<file path="config.mk">
export PLATFORM = sky130hd
export DESIGN_NAME = lector_teclado_fifo
export DESIGN_NICKNAME = d
export VERILOG_FILES = /design/src/rtl/lector_teclado_fifo_pkg.sv /design/src/rtl/lector_teclado_fifo_fifo.sv /design/src/rtl/lector_teclado_fifo.sv
export SDC_FILE = /design/constraint.sdc
export NUM_CORES = 1
export LEC_CHECK = 0
export CAP_MARGIN = 10
export CORE_UTILIZATION = 62
export CTS_BUF_LIST = sky130_fd_sc_hd__clkbuf_8
export CTS_CLUSTER_DIAMETER = 120
export CTS_CLUSTER_SIZE = 14
export DETAILED_ROUTE_END_ITERATION = 7
export GPL_ROUTABILITY_DRIVEN = 1
export PLACE_DENSITY = 0.8
export SLEW_MARGIN = 0
export SYNTH_ARGS = -nofsm -noshare
export SYNTH_HDL_FRONTEND = slang
export SYNTH_HIERARCHICAL = 1
export SYNTH_SLANG_ARGS = --single-unit
</file>
<file path="constraint.sdc">
create_clock -name CLK -period 4 [get_ports CLK]
set_clock_uncertainty 0.2 [all_clocks]
set_input_delay 0.4 -clock CLK [delete_from_list [all_inputs] [get_ports CLK]]
set_output_delay 0.4 -clock CLK [all_outputs]
set_load 0.005 [all_outputs]
</file>
<file path="src/rtl/lector_teclado_fifo_pkg.sv">
// Shared definitions for the PS/2 keyboard front end: prefix codes, frame and
// event widths, receiver/decoder state encodings and the key event payload.
package lector_teclado_fifo_pkg;

    localparam logic [7:0]  PS2_CODE_E0 = 8'hE0;
    localparam logic [7:0]  PS2_CODE_F0 = 8'hF0;
    localparam int unsigned FRAME_W     = 11;
    localparam int unsigned EVENT_W     = 10;

    typedef enum logic [1:0] {
        RX_IDLE  = 2'd0,
        RX_DATA  = 2'd1,
        RX_CHECK = 2'd2
    } rx_state_t;

    typedef enum logic [1:0] {
        DEC_WAIT     = 2'd0,
        DEC_PFX_E0   = 2'd1,
        DEC_PFX_F0   = 2'd2,
        DEC_PFX_E0F0 = 2'd3
    } dec_state_t;

    typedef struct packed {
        logic       ext;
        logic       brk;
        logic [7:0] code;
    } key_event_t;

    // Odd parity holds when data bits plus parity bit contain an odd number of ones.
    function automatic logic odd_parity_ok(input logic [8:0] bits);
        return ^bits;
    endfunction

endpackage

</file>
<file path="src/rtl/lector_teclado_fifo_fifo.sv">
// Generic synchronous first-word-fall-through FIFO.
// Ports: i_clk, i_rst (sync, active high), i_push/i_wr_data write side,
//        i_pop read side (ignored when empty), o_rd_data_c head entry,
//        o_full_c / o_empty_c status. Push while full is accepted only
//        together with a pop in the same cycle.
module lector_teclado_fifo_fifo #(
    parameter int unsigned WIDTH = 10,
    parameter int unsigned DEPTH = 4
) (
    input  logic             i_clk,
    input  logic             i_rst,
    input  logic             i_push,
    input  logic [WIDTH-1:0] i_wr_data,
    input  logic             i_pop,
    output logic [WIDTH-1:0] o_rd_data_c,
    output logic             o_full_c,
    output logic             o_empty_c
);

    localparam int unsigned AW = $clog2(DEPTH);
    localparam int unsigned PW = AW + 1;

    logic [WIDTH-1:0] r_mem [DEPTH];
    logic [PW-1:0]    r_wr_ptr;
    logic [PW-1:0]    r_rd_ptr;
    logic             w_pop;
    logic             w_push;

    // Extra pointer MSB distinguishes full from empty when the indices match.
    assign o_empty_c   = (r_wr_ptr == r_rd_ptr);
    assign o_full_c    = (r_wr_ptr[AW] != r_rd_ptr[AW]) &&
                         (r_wr_ptr[AW-1:0] == r_rd_ptr[AW-1:0]);
    assign w_pop       = i_pop & ~o_empty_c;
    assign w_push      = i_push & (~o_full_c | w_pop);
    assign o_rd_data_c = r_mem[r_rd_ptr[AW-1:0]];

    // Storage and pointers.
    always_ff @(posedge i_clk) begin
        if (i_rst) begin
            r_wr_ptr <= '0;
            r_rd_ptr <= '0;
            for (int unsigned i = 0; i < DEPTH; i++) begin
                r_mem[i] <= '0;
            end
        end else begin
            if (w_push) begin
                r_mem[r_wr_ptr[AW-1:0]] <= i_wr_data;
                r_wr_ptr                <= r_wr_ptr + PW'(1);
            end
            if (w_pop) begin
                r_rd_ptr <= r_rd_ptr + PW'(1);
            end
        end
    end

endmodule

</file>
<file path="src/rtl/lector_teclado_fifo.sv">
// PS/2 keyboard front end: synchronises and filters PS2C, deserialises
// 11-bit frames, decodes E0/F0 prefixes and queues {ext,brk,code} events
// in a FWFT FIFO.
// Ports: CLK, RST (sync, active high), PS2D/PS2C async PS/2 lines,
//        RD_EN pops head event; KEY_CODE/KEY_EXT/KEY_BREAK show the head,
//        KEY_VALID = not empty, FIFO_FULL, OVERFLOW (sticky drop flag),
//        FRAME_ERR / PARITY_ERR one-cycle error pulses.
// Build option: define PS2_PARITY_CHECK_EN to verify odd parity; otherwise
// the parity bit is ignored and PARITY_ERR is tied low.
module lector_teclado_fifo
    import lector_teclado_fifo_pkg::*;
#(
    parameter int unsigned FILTER_LEN  = 8,
    parameter int unsigned FIFO_DEPTH  = 4,
    parameter int unsigned TIMEOUT_CYC = 100000
) (
    input  logic       CLK,
    input  logic       RST,
    input  logic       PS2D,
    input  logic       PS2C,
    input  logic       RD_EN,
    output logic [7:0] KEY_CODE,
    output logic       KEY_EXT,
    output logic       KEY_BREAK,
    output logic       KEY_VALID,
    output logic       FIFO_FULL,
    output logic       OVERFLOW,
    output logic       FRAME_ERR,
    output logic       PARITY_ERR
);

    localparam int unsigned    TO_W    = (TIMEOUT_CYC > 1) ? $clog2(TIMEOUT_CYC) : 1;
    localparam logic [TO_W-1:0] TO_LAST = TO_W'(TIMEOUT_CYC - 1);

    logic                  r_ps2c_s1, r_ps2c_s2, r_ps2d_s1, r_ps2d_s2;
    logic [FILTER_LEN-1:0] r_filt_sh;
    logic                  r_filt_clk, r_filt_clk_q;
    logic                  w_fall;

    rx_state_t             r_rx_state, w_rx_next;
    logic [FRAME_W-1:0]    r_sh;
    logic [3:0]            r_bit_cnt;
    logic [TO_W-1:0]       r_to_cnt;
    logic                  w_shift_en, w_check_c, w_abort_c;
    logic                  w_frame_ok, w_byte_done_c, w_frame_err_c;
    logic                  r_frame_err;

    dec_state_t            r_dec_state, w_dec_next;
    logic                  w_push_c;
    key_event_t            w_event_c;
    logic [7:0]            w_rx_byte;

    logic [EVENT_W-1:0]    w_fifo_rd_data;
    logic                  w_fifo_full, w_fifo_empty;
    key_event_t            w_head;
    logic                  r_overflow;

    // Synchronisers and PS2C glitch filter; bus idles high.
    always_ff @(posedge CLK) begin
        if (RST) begin
            r_ps2c_s1    <= 1'b1;
            r_ps2c_s2    <= 1'b1;
            r_ps2d_s1    <= 1'b1;
            r_ps2d_s2    <= 1'b1;
            r_filt_sh    <= '1;
            r_filt_clk   <= 1'b1;
            r_filt_clk_q <= 1'b1;
        end else begin
            r_ps2c_s1    <= PS2C;
            r_ps2c_s2    <= r_ps2c_s1;
            r_ps2d_s1    <= PS2D;
            r_ps2d_s2    <= r_ps2d_s1;
            r_filt_sh    <= {r_filt_sh[FILTER_LEN-2:0], r_ps2c_s2};
            if (&r_filt_sh) begin
                r_filt_clk <= 1'b1;
            end else if (~|r_filt_sh) begin
                r_filt_clk <= 1'b0;
            end
            r_filt_clk_q <= r_filt_clk;
        end
    end

    assign w_fall = r_filt_clk_q & ~r_filt_clk;

    // Receiver state register.
    always_ff @(posedge CLK) begin
        if (RST) r_rx_state <= RX_IDLE;
        else     r_rx_state <= w_rx_next;
    end

    // Receiver next state: 11 falls per frame, then one CHECK cycle.
    always_comb begin
        w_rx_next  = r_rx_state;
        w_shift_en = 1'b0;
        w_check_c  = 1'b0;
        w_abort_c  = 1'b0;
        case (r_rx_state)
            RX_IDLE: begin
                if (w_fall) begin
                    w_shift_en = 1'b1;
                    w_rx_next  = RX_DATA;
                end
            end
            RX_DATA: begin
                if (w_fall) begin
                    w_shift_en = 1'b1;
                    if (r_bit_cnt == 4'd10) w_rx_next = RX_CHECK;
                end else if (r_to_cnt == TO_LAST) begin
                    w_abort_c = 1'b1;
                    w_rx_next = RX_IDLE;
                end
            end
            RX_CHECK: begin
                w_check_c = 1'b1;
                w_rx_next = RX_IDLE;
            end
            default: w_rx_next = RX_IDLE;
        endcase
    end

    // Frame shifter (LSB first, so start ends in bit 0), bit and timeout counters.
    always_ff @(posedge CLK) begin
        if (RST) begin
            r_sh      <= '0;
            r_bit_cnt <= '0;
            r_to_cnt  <= '0;
        end else begin
            if (w_shift_en) begin
                r_sh      <= {r_ps2d_s2, r_sh[FRAME_W-1:1]};
                r_bit_cnt <= (r_rx_state == RX_IDLE) ? 4'd1 : r_bit_cnt + 4'd1;
            end
            if (w_fall || (r_rx_state != RX_DATA)) r_to_cnt <= '0;
            else                                   r_to_cnt <= r_to_cnt + TO_W'(1);
        end
    end

    assign w_frame_ok    = ~r_sh[0] & r_sh[10];
    assign w_rx_byte     = r_sh[8:1];
    assign w_frame_err_c = (w_check_c & ~w_frame_ok) | w_abort_c;

`ifdef PS2_PARITY_CHECK_EN
    logic w_par_ok;
    logic w_par_err_c;
    logic r_parity_err;

    assign w_par_ok      = odd_parity_ok(r_sh[9:1]);
    assign w_byte_done_c = w_check_c & w_frame_ok & w_par_ok;
    assign w_par_err_c   = w_check_c & w_frame_ok & ~w_par_ok;

    always_ff @(posedge CLK) begin
        if (RST) r_parity_err <= 1'b0;
        else     r_parity_err <= w_par_err_c;
    end

    assign PARITY_ERR = r_parity_err;
`else
    logic w_unused_parity;

    assign w_unused_parity = r_sh[9];
    assign w_byte_done_c   = w_check_c & w_frame_ok;
    assign PARITY_ERR      = 1'b0;
`endif

    // Decoder state register.
    always_ff @(posedge CLK) begin
        if (RST) r_dec_state <= DEC_WAIT;
        else     r_dec_state <= w_dec_next;
    end

    // Prefix decoder: only a pushed event returns it to WAIT.
    always_comb begin
        w_dec_next = r_dec_state;
        w_push_c   = 1'b0;
        w_event_c  = '0;
        if (w_byte_done_c) begin
            if (w_rx_byte == PS2_CODE_E0) begin
                w_dec_next = DEC_PFX_E0;
            end else if (w_rx_byte == PS2_CODE_F0) begin
                w_dec_next = ((r_dec_state == DEC_PFX_E0) || (r_dec_state == DEC_PFX_E0F0))
                             ? DEC_PFX_E0F0 : DEC_PFX_F0;
            end else begin
                w_push_c       = 1'b1;
                w_event_c.ext  = (r_dec_state == DEC_PFX_E0) || (r_dec_state == DEC_PFX_E0F0);
                w_event_c.brk  = (r_dec_state == DEC_PFX_F0) || (r_dec_state == DEC_PFX_E0F0);
                w_event_c.code = w_rx_byte;
                w_dec_next     = DEC_WAIT;
            end
        end
    end

    // Error pulse and sticky overflow; a pop in the push cycle frees a slot.
    always_ff @(posedge CLK) begin
        if (RST) begin
            r_frame_err <= 1'b0;
            r_overflow  <= 1'b0;
        end else begin
            r_frame_err <= w_frame_err_c;
            if (w_push_c && w_fifo_full && !RD_EN) r_overflow <= 1'b1;
        end
    end

    lector_teclado_fifo_fifo #(
        .WIDTH (EVENT_W),
        .DEPTH (FIFO_DEPTH)
    ) u_fifo (
        .i_clk       (CLK),
        .i_rst       (RST),
        .i_push      (w_push_c),
        .i_wr_data   (w_event_c),
        .i_pop       (RD_EN),
        .o_rd_data_c (w_fifo_rd_data),
        .o_full_c    (w_fifo_full),
        .o_empty_c   (w_fifo_empty)
    );

    assign w_head    = key_event_t'(w_fifo_rd_data);
    assign KEY_CODE  = w_head.code;
    assign KEY_EXT   = w_head.ext;
    assign KEY_BREAK = w_head.brk;
    assign KEY_VALID = ~w_fifo_empty;
    assign FIFO_FULL = w_fifo_full;
    assign OVERFLOW  = r_overflow;
    assign FRAME_ERR = r_frame_err;

endmodule

</file>
; After elaboration in Yosys (flattened, before gate mapping)
; Memory sizes are Yosys's and may differ from the RTL's. A register that Yosys moved wholly into a read port is not among the register bits.
; Index checks and enable logic that the tools add are counted.
; W data, S select, Z words.
[word_totals]
ff_bits = 58
ram_bits = 40
out_inout_bits = 15
word_cells = 96
mem_count = 1
[mem_list]
columns = name, depth, word_bits, rd, rd_ports_with_merged_regs, wr, line
row1 = u_fifo.r_mem, 4, 10, 1, 1, 4, lector_teclado_fifo_fifo.sv:23  ; logic [WIDTH-1:0] r_mem [DEPTH];
[classes]
addsub = 4
n_eq_ne = 16
muxes = 31
n_bitwise = 13
n_reduce_logical = 15
[ops]
columns = operator, count
row1 = $mux W10, 4
row2 = $mux W2, 9
row3 = $add A17 B1 Y17 const B, 1
row4 = $eq A17 B17 Y1 const B, 1
row5 = $eq A8 B8 Y1 const B, 2
row6 = $mux W1, 16
row7 = $reduce_or A10 Y1, 1
row8 = $reduce_and A8 Y1, 1
row9 = $reduce_or A8 Y1, 1
row10 = $add A3 B1 Y3 const B, 2
row11 = $and A1 B1 Y1, 6
row12 = $eq A2 B2 Y1 const B, 3
row13 = $ne A3 B3 Y1 const B, 2
row14 = $reduce_or A2 Y1, 3
row15 = $not A1 Y1, 5
row16 = $add A4 B1 Y4 const B, 1
row17 = $eq A2 B1 Y1 const B, 2
row18 = $eq A4 B4 Y1 const B, 1
row19 = $mux W4, 1
row20 = $pmux W2 S2, 1
row21 = $eq A3 B3 Y1, 1
row22 = $logic_and A1 B1 Y1, 3
row23 = $logic_or A1 B1 Y1, 3
row24 = $reduce_and A3 Y1, 1
row25 = other kinds (7), 8

; Depth between registers and ports, before layout
[depth]
word_depth = 10
depth_mapped = 8
mapped_depth_nobuf = 5

; Hierarchy
; Netlist, hierarchy kept.
[modules_own_cells]
columns = mod, n_inst, cells_per_inst, area_per_inst_um2, seq_area_each_um2
row1 = lector_teclado_fifo_fifo, 1, 165, 2250.9, 1361.3
row2 = lector_teclado_fifo, 1, 235, 2077.0, 1041.0

; Worst setup path before layout
; No wires, ideal clock.
[synth_path]
path_type = reg2reg
startpoint = reg r_rx_state[0]
endpoint = mem u_fifo.r_mem[0][0], enable pin
setup_ns = 0.379
arrival_time_ns = 2.184
required_time_ns = 3.421
setup_slack_ns = 1.237
path_stages_with_launch = 9
path_buffers = 3
period_less_slack_ns = 2.763
cell_sequence = dfxtp_1 > clkbuf_1 > and4bb_2 > o41a_1 > buf_2 > nor2b_1 > o41ai_4 > buf_6 > o21bai_1
[synth_rtl]
columns = item, line
row1 = from (decl), lector_teclado_fifo.sv:40  ; rx_state_t r_rx_state, w_rx_next;
row2 = from (signal assigned), lector_teclado_fifo.sv:88  ; else r_rx_state <= w_rx_next;
row3 = to (decl), lector_teclado_fifo_fifo.sv:23

==> results.md <==
* Status: finished clean
* Post-Synth XOR/XNOR Area at 4.05%
* Layout cells sized above 1 at 12.9%
* PD cells at 407 mW/mm^2
* Nets@finish at 423
* Synth warn at 6
* Worst endpoint data arrival time at 2.76 ns
* Routed length per placed instance at 15.4 um
* P_leak at 1.51 nW
* Diode count at 0
* Hold WC Path Type: flip-flop to flip-flop
* Tot GR Track Use at 22.6%
* Io pins at 20
* CP Max Fanout at 14
* Top FF cell, synth: dfxtp_1
* CTS buffer count at 9
* Port-buffer cells at 18
* Area Overhead vs Synth at 9.63%
* Detailed placement HPWL at 5.24 mm
* Clk slew on worst S/H paths at 0.09 ns
* Final hold vios at 0
* Die height at 85.6 um
* Fmax achieved at 336 MHz
* Slew Viols, Final at 0
* Max Cap Viol at 0
* CTS tree: built
* Vias in the first global route at 2741
* Routed vias at 2886
* Die area at 0.00732 mm^2
* Initial antenna violation count at 0
* Fillers at 499
* Final wirelength at 7.67 mm
* Compound-Gate Fraction of Synth Area at 6.10%
* CP endpoint kind: flip-flop
* Final Hold Slack at 0.215 ns
* Core Area at 0.00676 mm^2
* Unrepaired setup endpoints after global routing: false
* Adder-cell share of the synthesized area at 1.45%
* Sequential element share of the synthesized area at 55.5%
* Post-synthesis mux area share at 6.68%
* Antenna Nets Post-Route at 0
* # rows at 30
* H-Tree Depth at 3
* Final setup TNS at 0 ns
* Simple-gate portion of the synthesized area at 21.8%
* DR vias/cell at 5.80
* Syn Area/Cell at 10.8 um^2
* Setup CP Type: flip-flop to flip-flop
* Starting Density at 64.1%
* Yosys reg bits at 100
* Slew @ Worst Pin at 0.923 ns
* Cell Area, Synth at 0.00433 mm^2
* Finished Layout Cells at 498
* Post CTS Setup Buffer Count at 0
* Initial drt markers at 166
* Total power at 1.93 mW
* DP Cell Count at 482
* Die W at 85.6 um
* EDFF count, synth at 40
* WP data required at 3.79 ns
* Largest net degree at the start of global routing at 51
* Clock buffer depth at 2
* CTS resizes at 0
* DRT Pass-1 Iters at 4
* # DRC at 0
* VDD IR-drop max at 0.260 mV
* Cells after Synth at 400
* Post-CTS Hold Buffers at 0
* Part of the cycle the worst path needs at 74.4%
* Synth unique cells at 51
* Root Buffer: clkbuf_8
* First-pass GRT wire length at 12.9 mm
* Crit start category: flip-flop
* Routability cong. at 0.805
* Largest family of logic cells by synthesized area: simple AND/OR/NAND/NOR gates
* Total grt overflow at 0
* Worst rel slew slack at 38.3%
* Clk Latency, worst-skew pair at 0.36 ns
* Syn nets at 410
* Synth async-reset ratio at 0%
* # clock sinks at 100
* Fin crit period at 2.98 ns
* Final setup vio count at 0
[cell usage in the layout, fill, tap and decap left out, drive strengths merged, types with 2 or more instances in the layout]
cell / instances
nand2b: 9
and2: 12
o21bai: 3
nand2: 31
and4bb: 2
buf: 5
nand3b: 2
nor4: 5
mux2i: 3
nor2: 32
o21ai: 5
mux2: 3
nand4: 7
a31oi: 2
nand3: 12
o41ai: 2
clkinv: 2
nor3: 39
xor2: 7
edfxtp: 40
clkdlybuf4s50: 18
o22ai: 2
clkinvlp: 2
dfxtp: 60
clkbuf: 9
nor2b: 6
bufinv: 2
ha: 5
mux4: 10
o41a: 2
a21oi: 16
or2: 14
xnor2: 13
inv: 20
[report_power, final]
group	switching [mW]	internal, mW
combinational	0.0519	0.0810
sequential	0.0249	1.08
clock	0.340	0.350
total	0.417	1.51
[state kept, by name, indices dropped and copies added, names as in the netlist, 2 cells and up, named ones only]
name / cells
u_fifo/r_mem: 40
u_fifo/r_wr_ptr: 3
r_to_cnt: 17
r_dec_state: 2
r_rx_state: 2
u_fifo/r_rd_ptr: 3
r_filt_sh: 8
r_bit_cnt: 4
r_sh: 11
[area by class of cell]
cell class / instances / area [um^2] / share of cell area (%)
multi-input combinational: 260 / 1740 / 36.6
timing repair buffer: 23 / 218 / 4.59
clock inverter: 7 / 92.6 / 1.95
sequential: 100 / 2400 / 50.6
tap: 80 / 100 / 2.11
clock buffer: 9 / 124 / 2.61
inverter: 19 / 71.3 / 1.50
[Yosys cell counts (9+ instances only)]
library cell	n	area [um^2]
dfxtp_1	60	1200
edfxtp_1	40	1200
nor3_1	39	195
nor2_1	32	120
nand2_1	31	116
inv_1	19	71.3
a21oi_1	16	80.1
or2_2	14	87.6
xnor2_1	13	114
and2_1	12	75.1
nand3_1	12	60.1
clkbuf_1	11	41.3
mux4_2	10	225
nand2b_1	9	56.3
[cells by family after synthesis]
kind of cell,count (synthesis)
and+or+nand+nor,180
DFF,100
other,1
adders and majority gates,5
buffers and inverters,40
AOI/OAI and AO/OA,38
xor gates and xnor gates,20
muxes,16
[through the flow]
| stage | worst slack (ns) | util, % | area [um^2] |
|---|---|---|---|
| 5_1_grt | 0.787 | 70.2 | 4740 |
| 6_report | 1.02 | 70.2 | 4740 |
| 2_1_floorplan | 1.24 | - | 4330 |
| 3_3_place_gp | 1.17 | 67.0 | 4530 |
| 4_1_cts | 1.01 | 70.2 | 4740 |
| 3_5_place_dp | 1.04 | 67.0 | 4530 |
[per-layer routing]
metal / vias to the layer above / wire, um / GRT usage [%]
met2: 78 / 3800 / 36.9
li1: 1435 / - / -
met1: 1367 / 3450 / 30.6
met4: 0 / 89 / 7.12
met5: - / 0 / 0
met3: 6 / 333 / 4.81
[critical path: stages (launching register included)]
cell	delay, ns
dfxtp_1	0.39
and4bb_2	0.43
o41a_1	0.17
buf_4	0.16
nor2b_1	0.24
o41ai_4	0.22
o21bai_1	0.79
[worst paths after layout]
check,from,end,slack [ns],depth (start not counted)
worst max-delay path,r_rx_state[0]$_SDFFE_PP0P_,u_fifo/r_mem[0][3]$_SDFFCE_PN0P_,1.02,6
worst min-delay path,r_ps2c_s2$_SDFF_PP1_,r_filt_sh[0]$_SDFF_PP1_,0.22,1
worst max register to register,r_rx_state[0]$_SDFFE_PP0P_,u_fifo/r_mem[0][3]$_SDFFCE_PN0P_,1.02,6
worst min register to register,r_ps2c_s2$_SDFF_PP1_,r_filt_sh[0]$_SDFF_PP1_,0.22,1
Note: power is estimated with default switching activity, not from simulation.
